File: src/rtl/slave_fifo_tx_arbiter.sv
// Round-robin arbiter sharing the FX2 slave-FIFO write engine among N_CH message channels.
// Grant visible one cycle after a request is sampled; engine RD_REQ is steered only to the granted channel.
module slave_fifo_tx_arbiter #(
  parameter int N_CH        = 4,
  parameter int ID_W        = 2,
  parameter int WDOG_CYCLES = 4096,
  parameter int GAP_CYCLES  = 4
) (
  input  logic               CLK,
  input  logic               RST,
  input  logic [N_CH-1:0]    CH_ENABLE,
  input  logic [N_CH-1:0]    CH_READY,
  input  logic [N_CH*8-1:0]  CH_LEN,
  input  logic [N_CH*16-1:0] CH_Q,
  output logic [N_CH-1:0]    CH_RD_REQ,
  output logic [N_CH-1:0]    CH_DONE,
  output logic               GOT_FULL_MSG,
  output logic [7:0]         MSG_LEN,
  output logic [15:0]        FIFO_Q,
  input  logic               RD_REQ,
  input  logic               MSG_SENT,
  output logic [ID_W-1:0]    GRANT_ID,
  output logic               BUSY,
  output logic               ERR_TIMEOUT,
  output logic               ERR_OVERRUN
);
  localparam int WD_W  = $clog2(WDOG_CYCLES + 1);
  localparam int GAP_W = $clog2(GAP_CYCLES + 1);

  typedef enum logic [2:0] {S_IDLE, S_SEND, S_DONE, S_ABORT, S_GAP} state_e;

  state_e           state_q, state_d;
  logic [ID_W-1:0]  grant_id_q, grant_id_d;
  logic [7:0]       msg_len_q, msg_len_d;
  logic             got_full_q, got_full_d;
  logic [7:0]       word_cnt_q, word_cnt_d;
  logic [WD_W-1:0]  wdog_q, wdog_d;
  logic [GAP_W-1:0] gap_q, gap_d;
  logic             err_timeout_q, err_timeout_d;
  logic             err_overrun_q, err_overrun_d;

  logic [N_CH-1:0]  req;
  logic [N_CH-1:0]  ch_rd_req;
  logic [N_CH-1:0]  ch_done;
  logic [7:0]       ch_len_a [N_CH];
  logic [15:0]      ch_q_a   [N_CH];
  logic             rr_found;
  logic [ID_W-1:0]  rr_idx;

  always_comb begin
    for (int k = 0; k < N_CH; k++) begin
      ch_len_a[k] = CH_LEN[8*k +: 8];
      ch_q_a[k]   = CH_Q[16*k +: 16];
    end
  end

  assign req = CH_READY & CH_ENABLE;

  // Search begins just past the last grant, so an eligible channel waits at most N_CH-1 messages.
  always_comb begin
    rr_found = 1'b0;
    rr_idx   = grant_id_q;
    for (int i = 1; i <= N_CH; i++) begin
      if (!rr_found && req[(int'(grant_id_q) + i) % N_CH]) begin
        rr_found = 1'b1;
        rr_idx   = ID_W'((int'(grant_id_q) + i) % N_CH);
      end
    end
  end

  always_comb begin
    state_d       = state_q;
    grant_id_d    = grant_id_q;
    msg_len_d     = msg_len_q;
    word_cnt_d    = word_cnt_q;
    wdog_d        = wdog_q;
    gap_d         = gap_q;
    err_timeout_d = err_timeout_q;
    err_overrun_d = err_overrun_q;
    ch_rd_req     = '0;
    ch_done       = '0;

    case (state_q)
      S_IDLE: begin
        if (rr_found) begin
          state_d    = S_SEND;
          grant_id_d = rr_idx;
          msg_len_d  = ch_len_a[rr_idx];
          word_cnt_d = 8'd0;
          wdog_d     = '0;
        end
      end
      S_SEND: begin
        if (RD_REQ) begin
          if (word_cnt_q < msg_len_q) begin
            ch_rd_req[grant_id_q] = 1'b1;
          end else begin
            err_overrun_d = 1'b1;
          end
          if (word_cnt_q != 8'hFF) begin
            word_cnt_d = word_cnt_q + 8'd1;
          end
        end
        // A coinciding MSG_SENT wins over watchdog expiry.
        if (MSG_SENT) begin
          state_d = S_DONE;
        end else if (wdog_q == WD_W'(WDOG_CYCLES - 1)) begin
          state_d = S_ABORT;
        end else begin
          wdog_d = wdog_q + WD_W'(1);
        end
      end
      S_DONE: begin
        ch_done[grant_id_q] = 1'b1;
        gap_d               = '0;
        state_d             = S_GAP;
      end
      S_ABORT: begin
        err_timeout_d = 1'b1;
        gap_d         = '0;
        state_d       = S_GAP;
      end
      S_GAP: begin
        if (gap_q == GAP_W'(GAP_CYCLES - 1)) begin
          state_d = S_IDLE;
        end else begin
          gap_d = gap_q + GAP_W'(1);
        end
      end
      default: state_d = S_IDLE;
    endcase

    got_full_d = (state_d == S_SEND);
  end

  always_ff @(posedge CLK) begin
    if (RST) begin
      state_q       <= S_IDLE;
      grant_id_q    <= ID_W'(N_CH - 1);
      msg_len_q     <= 8'd0;
      got_full_q    <= 1'b0;
      word_cnt_q    <= 8'd0;
      wdog_q        <= '0;
      gap_q         <= '0;
      err_timeout_q <= 1'b0;
      err_overrun_q <= 1'b0;
    end else begin
      state_q       <= state_d;
      grant_id_q    <= grant_id_d;
      msg_len_q     <= msg_len_d;
      got_full_q    <= got_full_d;
      word_cnt_q    <= word_cnt_d;
      wdog_q        <= wdog_d;
      gap_q         <= gap_d;
      err_timeout_q <= err_timeout_d;
      err_overrun_q <= err_overrun_d;
    end
  end

  assign CH_RD_REQ    = ch_rd_req;
  assign CH_DONE      = ch_done;
  assign GOT_FULL_MSG = got_full_q;
  assign MSG_LEN      = msg_len_q;
  assign FIFO_Q       = ch_q_a[grant_id_q];
  assign GRANT_ID     = grant_id_q;
  assign BUSY         = (state_q != S_IDLE);
  assign ERR_TIMEOUT  = err_timeout_q;
  assign ERR_OVERRUN  = err_overrun_q;
endmodule
File: config.mk
export PLATFORM = sky130hd
export DESIGN_NAME = slave_fifo_tx_arbiter
export DESIGN_NICKNAME = d
export VERILOG_FILES = /design/src/rtl/slave_fifo_tx_arbiter.sv
export SDC_FILE = /design/constraint.sdc
export NUM_CORES = 1
export LEC_CHECK = 0
export CAP_MARGIN = 20
export CORE_ASPECT_RATIO = 1.25
export CORE_UTILIZATION = 43
export DETAILED_ROUTE_END_ITERATION = 8
export GPL_ROUTABILITY_DRIVEN = 0
export PLACE_DENSITY = 0.95
export SYNTH_ARGS = -nofsm -noshare
export SYNTH_HDL_FRONTEND = slang
export SYNTH_SLANG_ARGS = --single-unit
File: constraint.sdc
create_clock -name CLK -period 8.6 [get_ports CLK]
set_input_delay 1.72 -clock CLK [delete_from_list [all_inputs] [get_ports CLK]]
set_output_delay 1.72 -clock CLK [all_outputs]
set_load 0.03 [all_outputs]
==> results.yml <==
cts:
  clockRootBuffer: "clkbuf_8"
  cts_setup_buffers: 0
  htree_levels: 2
  cts_tree: "yes"
  clock_latency_ns: 0.30
  hold_buffers: 0
  clock_path_buffers: 2
  path_clk_slew_ns: 0.08
  numCtsBuffers: 5
  clock_sinks: 40
  post_cts_resize_count: 0
worst_setup_path:
  end_kind: "output port"
  cp.arrival_ns: 4.01
  reg2reg_slack_ns: 5.48
  critPathLaunchType: "primary input"
  criticalPathCategory: "in -> out"
  crit_required_ns: 6.88
  r2r_cells: 9
  rr_startpoint: "GRANT_ID[1]"
  timing.rr.end: "MSG_LEN[3]"
  critPathMaxFanout: 4
power:
  p_leak_nw: 1.72
  pwr-share-clk: 0.221
  vdd_drop_max_mv: 0.144
  power.switching_mw: 0.247
  powerDensity_nw_per_um2: 160
  pwr-share-comb: 0.466
  p_sw_frac: 0.355
  p_total_mw: 0.697
  seq_power_share: 0.313
  internal_power_mw: 0.449
routing:
  wl_per_cell_um: 17.7
  drt_pre_antenna_iters: 4
  via_per_inst: 5.60
  final_antenna_net_count: 0
  wl_mm: 9.21
  vias: 2918
  drc_errors: 0
  drt_iter0_markers: 213
synth:
  ys_types: 48
  synthTopCellsByArea: "dfxtp_1 29%, mux4_2 14%, mux2i_1 9.1%, ha_1 6.8%, nor2_1 5.2%"
  synth_top_area_frac: 0.291
  synth_simple_gate_area_frac: 0.183
  synth_seq_area_share: 0.291
  synth_compound_area_frac: 0.130
  synth_xor_area_frac: 0.0478
  synth-main-ff-cell: "dfxtp_1"
  synth_warnings: 0
  post-synth-top-area-cell: "dfxtp_1"
  synth_async_sr_flop_share: 0
  ys_seq_elements: 40
  synthAdderAreaFrac: 0.0683
  syn_area_um2: 2750
  synthesis.nets: 417
  synth_top_family_by_area: "multiplexers"
  synth_edf_count: 0
  synth_mux_area_frac: 0.234
  netlist_instances: 294
  syn_avg_cell_area_um2: 9.35
cells_and_area:
  n_antenna_cell: 0
  finalNetCount: 558
  area_growth_pct: 58.7
  multi_input_area_um2: 1830
  drive_gt1_frac: 0.0734
  stdcell_area_um2: 4360
  final-seq-area_um2: 801
  stdcell_count: 521
  fillers: 456
global_routing:
  grt_max_degree: 28
  grt_pass1_wl_mm: 14.6
  grt_pass1_vias: 2964
  overflow: 0
  grt_util_all_layers: 0.287
  antenna_found_initial: 0
timing:
  finalCriticalPeriod_ns: 5.73
  max_slew_margin: 0.311
  max_freq_mhz: 175
  worst_slew_pin_slew_ns: 1.03
  hold_viol_final: 0
  clock_skew_ns: 0.00426
  rsz0062_at_grt: "no"
  fin_crit_sh: 0.666
  fin_setup_tns_ns: 0
  slew_viol_final: 0
  fin_ws_ns: 2.87
  setup_violations: 0
place:
  post-dp-hpwl_mm: 7.30
  dp_cells: 513
  place_ws_ns: 2.93
  io_buffers: 145
  dpl_cell_area_um2: 4250
hold_path:
  hold_path.class: "reg -> reg"
  hp-start: "wdog_q[12]"
  min_path_cells: 1
  hold_end: "wdog_q[12]"
die:
  fp.dieW_um: 73.5
  die_h_um: 91.4
  rows: 32
  die_area_um2: 6720
  start_util: 0.446
  core_area_um2: 6170
  io_pins: 146
outcome:
  status: "finished clean"
flow_run:
  cap_violations: 0
==> how the worst max path moves through the flow <==
| stage | slack [ns] | cells after the start | endpoint | from |
|---|---|---|---|---|
| after floorplan | 4.23 | 4 | CH_RD_REQ[0] | RD_REQ |
| after global placement | 3.14 | 6 | CH_RD_REQ[2] | RD_REQ |
| after detailed placement | 2.93 | 6 | CH_RD_REQ[3] | RD_REQ |
| after CTS | 2.91 | 6 | CH_RD_REQ[3] | RD_REQ |
| after global routing | 2.74 | 6 | CH_RD_REQ[3] | RD_REQ |
| final | 2.87 | 6 | CH_RD_REQ[3] | RD_REQ |
==> cells by family (layout without fill, tap and decap cells) <==
logic type / count (synthesis) / in the layout
simple gates: 105 / 105
compound gates: 51 / 51
mux: 43 / 43
flops: 40 / 40
buf+inv: 25 / 167
fa+ha+maj: 15 / 15
xor+xnor: 15 / 15
==> critical path, cell delays in order <==
cell and delay, ns:
clkdlybuf4s50_1 0.45, nor4bb_1 0.42, o21ai_0 0.20, a21oi_1 0.35
and2_1 0.20, clkdlybuf4s50_1 0.67
==> cells in the final DEF (no fill, tap or decap), drive strengths merged, types with 2 or more instances in the layout <==
cell	n
and2	8
clkbuf	5
clkdlybuf4s50	145
inv	12
o21a	2
nor2	38
xnor2	2
nand4	8
a31oi	3
ha	15
a22o	10
nand3	10
a31o	2
xor2	13
mux2i	25
a21o	4
buf	2
or3	2
a21oi	13
nand2b	2
and3	4
mux4	17
nor3	4
dfxtp	40
o21ai	8
nand2	21
==> power by group through the flow <==
| stage | Sequential [mW] | Clock [mW] | Combinational (mW) |
|---|---|---|---|
| 6_report | 0.218 | 0.154 | 0.325 |
| 3_3_place_gp | 0.222 | 0 | 0.312 |
| 5_1_grt | 0.221 | 0.163 | 0.344 |
| 4_1_cts | 0.218 | 0.156 | 0.324 |
| 3_5_place_dp | 0.222 | 0 | 0.321 |
| 2_1_floorplan | 0.229 | 0 | 0.182 |
==> final cells by class <==
| type | instances | area share |
|---|---|---|
| inverter | 12 | 0.0109 |
| clock buffer | 5 | 0.0158 |
| clock inverter | 3 | 0.00975 |
| tap | 85 | 0.0244 |
| sequential | 40 | 0.184 |
| multi-input combinational | 229 | 0.419 |
| timing repair buffer | 147 | 0.336 |
==> cell usage after synthesis (all sizes together), types with 3 or more instances <==
cell type / n
ha: 15
a22o: 10
nor3: 4
o21ai: 8
nand2: 21
nand4: 8
clkbuf: 3
buf: 10
and3: 4
mux2i: 25
xor2: 13
a21o: 4
a31oi: 3
a21oi: 13
nor2: 38
nand3: 10
and2: 8
mux4: 17
dfxtp: 40
inv: 12
==> flip-flops by register name (all words and copies together), names as in the netlist <==
signal / cells
gap_q: 3
ERR_OVERRUN: 1
wdog_q: 13
state_q: 3
ERR_TIMEOUT: 1
GRANT_ID: 2
GOT_FULL_MSG: 1
MSG_LEN: 8
word_cnt_q: 8
==> stage by stage <==
| step | hold WS [ns] | util |
|---|---|---|
| global placement | 0.452 | 0.689 |
| global route | 0.484 | 0.707 |
| finish | 0.472 | 0.707 |
| detailed placement | 0.464 | 0.689 |
| CTS | 0.474 | 0.707 |
| floorplan | 0.444 | - |
==> routing by layer <==
metal,vias up,global-route usage,share of wire
met3,33,0.0799,0.074
met2,155,0.528,0.54
met4,0,0.147,0.047
met1,1365,0.281,0.34
li1,1365,-,-
met5,-,0,0
No activity file was read; power rests on OpenSTA's default activity.
